## config.mk

```make
export PLATFORM = sky130hd
export DESIGN_NAME = rob_ring
export DESIGN_NICKNAME = d
export VERILOG_FILES = /design/src/rtl/rob_pkg.sv /design/src/rtl/rob_commit_select.sv /design/src/rtl/rob_ring.sv
export SDC_FILE = /design/constraint.sdc
export NUM_CORES = 1
export LEC_CHECK = 0
export BUFFER_PORTS_ARGS = -buffer_cell sky130_fd_sc_hd__buf_4
export CORE_MARGIN = 1.5
export CORE_UTILIZATION = 35
export DETAILED_ROUTE_END_ITERATION = 8
export GPL_TIMING_DRIVEN = 0
export SYNTH_ARGS = -nofsm -noshare
export SYNTH_HDL_FRONTEND = slang
export SYNTH_HIERARCHICAL = 1
export SYNTH_SLANG_ARGS = --single-unit
```

## constraint.sdc

```tcl
create_clock -name clk_i -period 8.8 [get_ports clk_i]
set_input_delay 0.88 -clock clk_i [delete_from_list [all_inputs] [get_ports clk_i]]
set_output_delay 0.88 -clock clk_i [all_outputs]
set_load 0.05 [all_outputs]
```

## src/rtl/rob_pkg.sv

```systemverilog
// rtl/rob_pkg.sv - shared entry/commit types and default widths for the reorder buffer
// ROB_MACROOP_ATOMIC_EN adds macro-op boundary bits to each entry.
package rob_pkg;

  localparam int ROB_ENTRIES_D  = 16;
  localparam int ISSUE_WIDTH_D  = 2;
  localparam int COMMIT_WIDTH_D = 2;
  localparam int WB_PORTS_D     = 3;
  localparam int AREG_BITS_D    = 4;
  localparam int PREG_BITS_D    = 6;
  localparam int TAG_BITS_D     = 2;

  typedef struct packed {
    logic                   valid;
    logic                   busy;
    logic                   exception;
`ifdef ROB_MACROOP_ATOMIC_EN
    logic                   mop_start;
    logic                   mop_end;
`endif
    logic [AREG_BITS_D-1:0] areg;
    logic [PREG_BITS_D-1:0] preg;
    logic [PREG_BITS_D-1:0] old_preg;
    logic [TAG_BITS_D-1:0]  tag;
  } rob_entry_t;

  typedef struct packed {
    logic [AREG_BITS_D-1:0] areg;
    logic [PREG_BITS_D-1:0] preg;
    logic [PREG_BITS_D-1:0] free_preg;
  } commit_t;

endpackage

```

## src/rtl/rob_commit_select.sv

```systemverilog
// rtl/rob_commit_select.sv - in-order ready-prefix scan over the head window
// ROB_MACROOP_ATOMIC_EN trims the prefix back to the last completed macro-op end.
module rob_commit_select #(
  parameter int COMMIT_WIDTH = 2,
  parameter int CNT_BITS     = $clog2(COMMIT_WIDTH + 1)
) (
  input  logic [COMMIT_WIDTH-1:0] done_i,
`ifdef ROB_MACROOP_ATOMIC_EN
  input  logic [COMMIT_WIDTH-1:0] mop_end_i,
`endif
  output logic [COMMIT_WIDTH-1:0] retire_mask_o,
  output logic [CNT_BITS-1:0]     retire_cnt_o
);

  logic [COMMIT_WIDTH-1:0] prefix;
  logic                    run;
`ifdef ROB_MACROOP_ATOMIC_EN
  logic                    cut_ok;
`endif

  always_comb begin
    prefix        = '0;
    retire_mask_o = '0;
    retire_cnt_o  = '0;
    run           = 1'b1;
    for (int k = 0; k < COMMIT_WIDTH; k++) begin
      run       = run & done_i[k];
      prefix[k] = run;
    end
`ifdef ROB_MACROOP_ATOMIC_EN
    // A slot may retire only if some slot at or after it (still in the prefix) closes its group.
    cut_ok = 1'b0;
    for (int k = COMMIT_WIDTH - 1; k >= 0; k--) begin
      if (prefix[k] && mop_end_i[k]) cut_ok = 1'b1;
      retire_mask_o[k] = cut_ok & prefix[k];
    end
`else
    retire_mask_o = prefix;
`endif
    for (int k = 0; k < COMMIT_WIDTH; k++) begin
      retire_cnt_o = retire_cnt_o + CNT_BITS'(retire_mask_o[k]);
    end
  end

endmodule

```

## src/rtl/rob_ring.sv

```systemverilog
// rtl/rob_ring.sv - circular reorder buffer: N-wide alloc/writeback/commit, tag squash, precise exception
// ROB_MACROOP_ATOMIC_EN enables atomic macro-op group retirement.
module rob_ring
  import rob_pkg::*;
#(
  parameter int ROB_ENTRIES  = ROB_ENTRIES_D,
  parameter int ISSUE_WIDTH  = ISSUE_WIDTH_D,
  parameter int COMMIT_WIDTH = COMMIT_WIDTH_D,
  parameter int WB_PORTS     = WB_PORTS_D,
  parameter int AREG_BITS    = AREG_BITS_D,
  parameter int PREG_BITS    = PREG_BITS_D,
  parameter int TAG_BITS     = TAG_BITS_D,
  parameter int IDX_BITS     = $clog2(ROB_ENTRIES)
) (
  input  logic                              clk_i,
  input  logic                              reset_ni,
  input  logic [ISSUE_WIDTH-1:0]            alloc_valid_i,
  input  logic [ISSUE_WIDTH*AREG_BITS-1:0]  alloc_areg_i,
  input  logic [ISSUE_WIDTH*PREG_BITS-1:0]  alloc_preg_i,
  input  logic [ISSUE_WIDTH*PREG_BITS-1:0]  alloc_old_preg_i,
  input  logic [ISSUE_WIDTH*TAG_BITS-1:0]   alloc_tag_i,
  input  logic [ISSUE_WIDTH-1:0]            alloc_zerocycle_i,
`ifdef ROB_MACROOP_ATOMIC_EN
  input  logic [ISSUE_WIDTH-1:0]            alloc_macroop_start_i,
  input  logic [ISSUE_WIDTH-1:0]            alloc_macroop_end_i,
`endif
  output logic                              alloc_ready_o,
  output logic [ISSUE_WIDTH*IDX_BITS-1:0]   alloc_idx_o,
  input  logic [WB_PORTS-1:0]               wb_valid_i,
  input  logic [WB_PORTS*IDX_BITS-1:0]      wb_idx_i,
  input  logic [WB_PORTS-1:0]               wb_exception_i,
  input  logic                              shootdown_i,
  input  logic [TAG_BITS-1:0]               shootdown_tag_i,
  output logic [COMMIT_WIDTH-1:0]           commit_valid_o,
  output logic [COMMIT_WIDTH*AREG_BITS-1:0] commit_areg_o,
  output logic [COMMIT_WIDTH*PREG_BITS-1:0] commit_preg_o,
  output logic [COMMIT_WIDTH*PREG_BITS-1:0] commit_free_preg_o,
  output logic                              exc_valid_o,
  output logic [IDX_BITS:0]                 free_count_o,
  output logic                              empty_o,
  output logic                              full_o
);

  localparam int CNT_BITS = IDX_BITS + 1;
  localparam int RET_BITS = $clog2(COMMIT_WIDTH + 1);
  localparam logic [CNT_BITS-1:0] DEPTH = CNT_BITS'(ROB_ENTRIES);

  rob_entry_t              entries_q [ROB_ENTRIES];
  rob_entry_t              entries_d [ROB_ENTRIES];
  logic [IDX_BITS-1:0]     head_q, head_d, tail_q, tail_d;
  logic [CNT_BITS-1:0]     count_q, count_d;
  logic [COMMIT_WIDTH-1:0] commit_valid_q, commit_valid_d;
  commit_t                 commit_q [COMMIT_WIDTH];
  commit_t                 commit_d [COMMIT_WIDTH];
  logic                    exc_valid_q, exc_valid_d;

  logic [CNT_BITS-1:0]     n_alloc, n_squash, free_count;
  logic                    exc_pending;
  logic [ROB_ENTRIES-1:0]  squash;
  logic [COMMIT_WIDTH-1:0] win_done, retire_mask;
  logic [RET_BITS-1:0]     retire_cnt;

  always_comb begin
    n_alloc = '0;
    for (int i = 0; i < ISSUE_WIDTH; i++) n_alloc = n_alloc + CNT_BITS'(alloc_valid_i[i]);
  end

  assign free_count  = DEPTH - count_q;
  assign exc_pending = entries_q[head_q].valid & ~entries_q[head_q].busy & entries_q[head_q].exception;
  // free_count is the pre-edge value, so same-cycle retirement never frees room for this allocation.
  assign alloc_ready_o = (n_alloc <= free_count) & ~shootdown_i & ~exc_pending;

  for (genvar i = 0; i < ISSUE_WIDTH; i++) begin : g_alloc_idx
    assign alloc_idx_o[i*IDX_BITS +: IDX_BITS] = tail_q + IDX_BITS'(i);
  end

  always_comb begin
    squash   = '0;
    n_squash = '0;
    for (int e = 0; e < ROB_ENTRIES; e++) begin
      squash[e] = shootdown_i & ~exc_pending & entries_q[e].valid &
                  (entries_q[e].tag != '0) & (entries_q[e].tag >= shootdown_tag_i);
      n_squash  = n_squash + CNT_BITS'(squash[e]);
    end
  end

  always_comb begin
    win_done = '0;
    for (int k = 0; k < COMMIT_WIDTH; k++) begin
      win_done[k] = entries_q[head_q + IDX_BITS'(k)].valid & ~entries_q[head_q + IDX_BITS'(k)].busy &
                    ~entries_q[head_q + IDX_BITS'(k)].exception & ~squash[head_q + IDX_BITS'(k)];
    end
  end

`ifdef ROB_MACROOP_ATOMIC_EN
  logic [COMMIT_WIDTH-1:0] win_end;
  logic                    group_overflow;

  always_comb begin
    win_end        = '0;
    group_overflow = entries_q[head_q].valid & entries_q[head_q].mop_start;
    for (int k = 0; k < COMMIT_WIDTH; k++) begin
      win_end[k] = entries_q[head_q + IDX_BITS'(k)].mop_end;
      if (!entries_q[head_q + IDX_BITS'(k)].valid || win_end[k]) group_overflow = 1'b0;
    end
  end

  assert property (@(posedge clk_i) disable iff (!reset_ni) !group_overflow)
    else $fatal(1, "macro-op group longer than the commit window");
`endif

  rob_commit_select #(
    .COMMIT_WIDTH (COMMIT_WIDTH),
    .CNT_BITS     (RET_BITS)
  ) u_commit_select (
    .done_i        (win_done),
`ifdef ROB_MACROOP_ATOMIC_EN
    .mop_end_i     (win_end),
`endif
    .retire_mask_o (retire_mask),
    .retire_cnt_o  (retire_cnt)
  );

  always_comb begin
    entries_d      = entries_q;
    head_d         = head_q;
    tail_d         = tail_q;
    count_d        = count_q;
    commit_valid_d = '0;
    exc_valid_d    = 1'b0;
    for (int k = 0; k < COMMIT_WIDTH; k++) commit_d[k] = '0;

    if (exc_pending) begin
      for (int e = 0; e < ROB_ENTRIES; e++) entries_d[e].valid = 1'b0;
      head_d      = '0;
      tail_d      = '0;
      count_d     = '0;
      exc_valid_d = 1'b1;
    end else begin
      for (int e = 0; e < ROB_ENTRIES; e++) begin
        for (int p = 0; p < WB_PORTS; p++) begin
          if (wb_valid_i[p] && entries_q[e].valid &&
              wb_idx_i[p*IDX_BITS +: IDX_BITS] == IDX_BITS'(e)) begin
            entries_d[e].busy      = 1'b0;
            entries_d[e].exception = entries_d[e].exception | wb_exception_i[p];
          end
        end
      end
      for (int k = 0; k < COMMIT_WIDTH; k++) begin
        if (retire_mask[k]) begin
          entries_d[head_q + IDX_BITS'(k)].valid = 1'b0;
          commit_valid_d[k]     = 1'b1;
          commit_d[k].areg      = entries_q[head_q + IDX_BITS'(k)].areg;
          commit_d[k].preg      = entries_q[head_q + IDX_BITS'(k)].preg;
          commit_d[k].free_preg = entries_q[head_q + IDX_BITS'(k)].old_preg;
        end
      end
      for (int e = 0; e < ROB_ENTRIES; e++) begin
        if (squash[e]) entries_d[e].valid = 1'b0;
      end
      if (alloc_ready_o) begin
        for (int i = 0; i < ISSUE_WIDTH; i++) begin
          if (alloc_valid_i[i]) begin
            entries_d[tail_q + IDX_BITS'(i)].valid     = 1'b1;
            entries_d[tail_q + IDX_BITS'(i)].busy      = ~alloc_zerocycle_i[i];
            entries_d[tail_q + IDX_BITS'(i)].exception = 1'b0;
            entries_d[tail_q + IDX_BITS'(i)].areg      = alloc_areg_i[i*AREG_BITS +: AREG_BITS];
            entries_d[tail_q + IDX_BITS'(i)].preg      = alloc_preg_i[i*PREG_BITS +: PREG_BITS];
            entries_d[tail_q + IDX_BITS'(i)].old_preg  = alloc_old_preg_i[i*PREG_BITS +: PREG_BITS];
            entries_d[tail_q + IDX_BITS'(i)].tag       = alloc_tag_i[i*TAG_BITS +: TAG_BITS];
`ifdef ROB_MACROOP_ATOMIC_EN
            entries_d[tail_q + IDX_BITS'(i)].mop_start = alloc_macroop_start_i[i];
            entries_d[tail_q + IDX_BITS'(i)].mop_end   = alloc_macroop_end_i[i];
`endif
          end
        end
      end
      // Squashed entries are the youngest contiguous run, so the tail simply retracts.
      head_d  = head_q + IDX_BITS'(retire_cnt);
      tail_d  = tail_q + (alloc_ready_o ? n_alloc[IDX_BITS-1:0] : '0) - n_squash[IDX_BITS-1:0];
      count_d = count_q + (alloc_ready_o ? n_alloc : '0) - CNT_BITS'(retire_cnt) - n_squash;
    end
  end

  always_ff @(posedge clk_i or negedge reset_ni) begin
    if (!reset_ni) begin
      entries_q      <= '{default: '0};
      head_q         <= '0;
      tail_q         <= '0;
      count_q        <= '0;
      commit_valid_q <= '0;
      commit_q       <= '{default: '0};
      exc_valid_q    <= 1'b0;
    end else begin
      entries_q      <= entries_d;
      head_q         <= head_d;
      tail_q         <= tail_d;
      count_q        <= count_d;
      commit_valid_q <= commit_valid_d;
      commit_q       <= commit_d;
      exc_valid_q    <= exc_valid_d;
    end
  end

  for (genvar k = 0; k < COMMIT_WIDTH; k++) begin : g_commit_out
    assign commit_areg_o[k*AREG_BITS +: AREG_BITS]      = commit_q[k].areg;
    assign commit_preg_o[k*PREG_BITS +: PREG_BITS]      = commit_q[k].preg;
    assign commit_free_preg_o[k*PREG_BITS +: PREG_BITS] = commit_q[k].free_preg;
  end

  assign commit_valid_o = commit_valid_q;
  assign exc_valid_o    = exc_valid_q;
  assign free_count_o   = free_count;
  assign empty_o        = (count_q == '0);
  assign full_o         = (count_q == DEPTH);

endmodule
```

==> results.txt <==
----------------------------------------------------
[Detailed routing]
  DRT antenna net count ... 0
  Sum of routed wire segments on met1 ... 43.4 mm
  DR vias/cell ... 6.22
  Met3 Wirelength ... 12.8 mm
  Average wire length per cell after detail routing ... 29.4 µm
  Number of vias in the routed layout ... 22800
  Final routed wirelength across all metal layers ... 108 mm
  DR pass1 iterations ... 6
  DR DRC count ... 0
  Iter 0 DRT Violations ... 3497
  Highest routing layer actually used ... met4
  Detailed-routed wire length on met2 ... 47.6 mm

[Placed design]
  Half-perimeter wire length after detailed placement ... 80.1 mm
  Final estimated routing congestion in global placement ... 1.03
  Placed Instance Area ... 0.0274 mm²
  Placed instance count ... 3582
  # port buffers ... 111

[Power]
  Power per Cell Area ... 404 mW/mm²
  Switching power total ... 0.00533 W
  Clock group share of total power ... 16.5%
  Logic pwr share ... 55.0%
  Internal Pwr Total ... 0.00635 W
  Reg power frac ... 28.5%
  Sw frac ... 45.6%
  Static Leakage ... 12.2 nW
  Max VDD drop ... 0.197 mV

[Finish]
  Final Net Count ... 2828
  Total of fill cells in the finished design ... 6965
  Layout-stage area growth over the synthesis result ... 14.3%
  Proportion of layout cells with a drive suffix above 1 ... 16.6%
  Post-Layout Inst Area ... 0.0289 mm²
  Non-filler instance count after layout ... 3667

[Synthesis]
  Library cells used by synthesis ... 65
  Sequential cell area fraction in the yosys report ... 38.0%
  Number of synthesis warnings ... 6
  #FFs+latches synth ... 384
  Cell area after synthesis ... 0.0253 mm²
  Net Count, Synth ... 2666
  Share of async-settable or async-resettable flops after synthesis ... 100%
  Number of flops mapped to enable cells by yosys ... 0
  Mean cell area of the mapped netlist ... 10.0 µm²
  Synthesized instance count ... 2518
  Top flip-flop cell by instance count after synthesis ... sky130_fd_sc_hd__dfrtp_1

[STA]
  Final critical path time including I/O delays and setup ... 8.24 ns
  Worst clock skew ... 0.0342 ns
  Max-slew violation count ... 0
  Final period utilization ... 93.7%
  Max_slew headroom ... 1.80%
  Unrepaired setup endpoints after global routing ... no
  Hold Vio Cnt, Final ... 0
  Highest clock rate ... 0.121 GHz
  Worst-Margin Slew ... 1.46 ns
  Sum Neg Setup Slack ... 0 ns
  Final setup violation count ... 0

[Worst setup path]
  Largest driver fanout on the critical path ... 10
  Arrival time at the worst endpoint ... 8.69 ns
  Endpoint class of the critical path ... flop
  Data required, critical path ... 9.25 ns
  Setup crit start kind ... flop
  Class of the most critical setup path ... reg -> reg

[Die]
  Starting density of the core ... 35.4%
  Standard cell core area ... 0.0715 mm²
  Placement Rows ... 98
  Floorplan die height ... 272 µm
  Floorplan die area ... 0.0739 mm²
  Width of the die ... 272 µm
  I/O pin cnt ... 114

[Hold path]
  Type of the tightest min-delay check ... in -> async

[Run status]
  Outcome ... completed

[Clock network]
  H-tree depth ... 2
  Clock-pin slew of the registers on the worst-case setup and hold paths ... 0.06 ns
  Insertion delay of the later-clocked pin in the worst-skew pair ... 0.61 ns
  CTS tree ... yes
  Sink Count ... 384
  CTS buffer count ... 45
  Root Buffer Master ... sky130_fd_sc_hd__clkbuf_16
  CTS Buffer Depth ... 3

[Job]
  Maximum capacitance violations ... 0

[Global route]
  Total Routing Usage GR ... 28.7%
  Number of global-route vias before repair ... 22400
  Wire length of the first global-routing pass ... 155 mm
  Maximum number of pins on one net before global-route repair ... 123
  Antenna violations before repair ... 4
  Remaining Overflow, GRT ... 0

----------------------------------------------------
[sequential cells by signal (all words and copies together) (netlist names), 2 cells and up]
signal	flops
commit_areg_o	8
commit_free_preg_o	12
commit_preg_o	12
commit_valid_o	2
count_q	5
entries_q	336
head_q	4
tail_q	4
[final timing paths]
check / start / to / slack [ns] / cells after the start
setup reg to reg: head_q[1]$_DFF_PN0_ / count_q[4]$_DFF_PN0_ / 0.56 / 27
max in group asynchronous: reset_ni / commit_areg_o[4]$_DFF_PN0_ / 7.12 / 3
min in group clk_i: entries_q[179]$_DFFE_PN0P_ / entries_q[179]$_DFFE_PN0P_ / 0.50 / 2
setup / recovery: head_q[1]$_DFF_PN0_ / count_q[4]$_DFF_PN0_ / 0.56 / 27
hold / removal: reset_ni / count_q[3]$_DFF_PN0_ / 0.14 / 1
hold reg to reg: entries_q[179]$_DFFE_PN0P_ / entries_q[179]$_DFFE_PN0P_ / 0.50 / 2
[Yosys cell counts, drive strengths merged (4+ instances only)]
master  number  area (µm²)
and3        22         138
a211oi      21         158
xnor2       17         149
mux4       160        3600
buf         96         504
o21bai      14         105
a31oi       23         144
o22ai        8        50.1
o211ai       4        30.0
o21ai      248        1240
clkbuf     142         533
mux2i      308        3080
o21ba        4        40.0
ha          68         851
or3          6        37.5
nand3       60         300
nor2b       39         244
nand4       52         325
and4         6        52.6
or2          5        31.3
nand2      282        1060
o21a         9        67.6
a22oi        5        37.5
nor3         9        45.0
and2         8        51.3
o22a         4        35.0
dfrtp      384        9610
nor4b        8        70.1
nand2b      20         125
nor2       186         719
a21oi      175         895
a21o         4        30.0
fa          17         340
nor4         4        25.0
inv         61         229
a311oi       6        52.6
[placed cells by master, fill, tap and decap left out, drive strengths merged, types with 8 or more instances in the layout]
cell type and instances:
nor4b 8, nor2 186, and2 8, nand2 282, mux2i 308, o21ai 248
nor2b 39, and3 22, mux4 160, buf 207, a31oi 23, inv 61
nand4 52, ha 68, dfrtp 384, clkinv 17, a21oi 175, fa 17
nand3 60, o22ai 8, nor3 9, o21a 9, nand2b 20, clkbuf 208
o21bai 14, a211oi 21, xnor2 17
[logic make-up after synthesis]
| kind of cell | count (synthesis) | synth area share [%] |
|---|---|---|
| muxes | 468 | 26.4 |
| adders and majority gates | 85 | 4.71 |
| and+or+nand+nor | 714 | 13.0 |
| buffers and inverters | 301 | 5.03 |
| AOI/OAI and AO/OA | 547 | 12.2 |
| xor gates and xnor gates | 19 | 0.658 |
| DFF | 384 | 38.0 |
[critical path, cell delays in order (launching register included)]
cell,delay (ns)
sky130_fd_sc_hd__dfrtp_1,0.45
sky130_fd_sc_hd__buf_2,0.31
sky130_fd_sc_hd__clkbuf_2,0.48
sky130_fd_sc_hd__mux4_2,0.42
sky130_fd_sc_hd__a22oi_1,0.19
sky130_fd_sc_hd__nand2_1,0.10
sky130_fd_sc_hd__or2_2,0.27
sky130_fd_sc_hd__clkbuf_1,0.17
sky130_fd_sc_hd__nor2_1,0.14
sky130_fd_sc_hd__clkbuf_1,0.56
sky130_fd_sc_hd__nor4_1,0.12
sky130_fd_sc_hd__clkbuf_4,0.21
sky130_fd_sc_hd__fa_1,0.53
sky130_fd_sc_hd__inv_1,0.05
sky130_fd_sc_hd__fa_1,0.55
sky130_fd_sc_hd__fa_1,0.43
sky130_fd_sc_hd__fa_1,0.49
sky130_fd_sc_hd__inv_1,0.04
sky130_fd_sc_hd__ha_1,0.20
sky130_fd_sc_hd__fa_1,0.59
sky130_fd_sc_hd__ha_1,0.26
sky130_fd_sc_hd__fa_1,0.49
sky130_fd_sc_hd__inv_1,0.06
sky130_fd_sc_hd__fa_1,0.41
sky130_fd_sc_hd__a21o_1,0.20
sky130_fd_sc_hd__a21oi_1,0.17
sky130_fd_sc_hd__xnor2_1,0.14
sky130_fd_sc_hd__nor2_1,0.05
[through the flow]
step	hold slack, ns	total power, W	setup slack, ns	util [%]
finish	0.136	0.0117	0.555	40.5
global route	0.153	0.0123	0.229	40.4
CTS	0.139	0.0115	0.0839	40.4
detailed placement	0.492	0.00956	0.0820	38.4
global placement	0.475	0.00935	0.0747	38.2
floorplan	0.461	0.00737	1.78	-
[area by class of cell]
type | instances | area (µm²) | share of cell area, %
multi-input combinational | 1833 | 14400 | 49.9
sequential | 384 | 9610 | 33.2
clock buffer | 62 | 1270 | 4.39
tap | 950 | 1190 | 4.11
buffer | 238 | 1040 | 3.60
timing repair buffer | 115 | 931 | 3.22
inverter | 63 | 236 | 0.818
clock inverter | 19 | 213 | 0.736
antenna | 3 | 7.51 | 0.0260
[metal layers]
layer  up-vias  GRT usage, %
met1     11600          39.2
met5         -             0
met4         0          10.2
met2      1544          43.3
met3       254          8.13
li1       9452             -
[power by group through the flow]
stage	Clock [W]	Sequential [W]	Combinational (W)
after global placement	0	0.00324	0.00612
final	0.00193	0.00333	0.00642
after detailed placement	0	0.00331	0.00625
after CTS	0.00194	0.00329	0.00628
after floorplan	0	0.00319	0.00418
after global routing	0.00200	0.00340	0.00686
[what timing repair did]
action,CTS,global route
hold endpoints to repair,0,0
hold buffers,0,0
gates resized for setup,0,5
setup endpoints to repair,0,1
buffers inserted,0,0
Note: power is estimated with default switching activity, not from simulation.
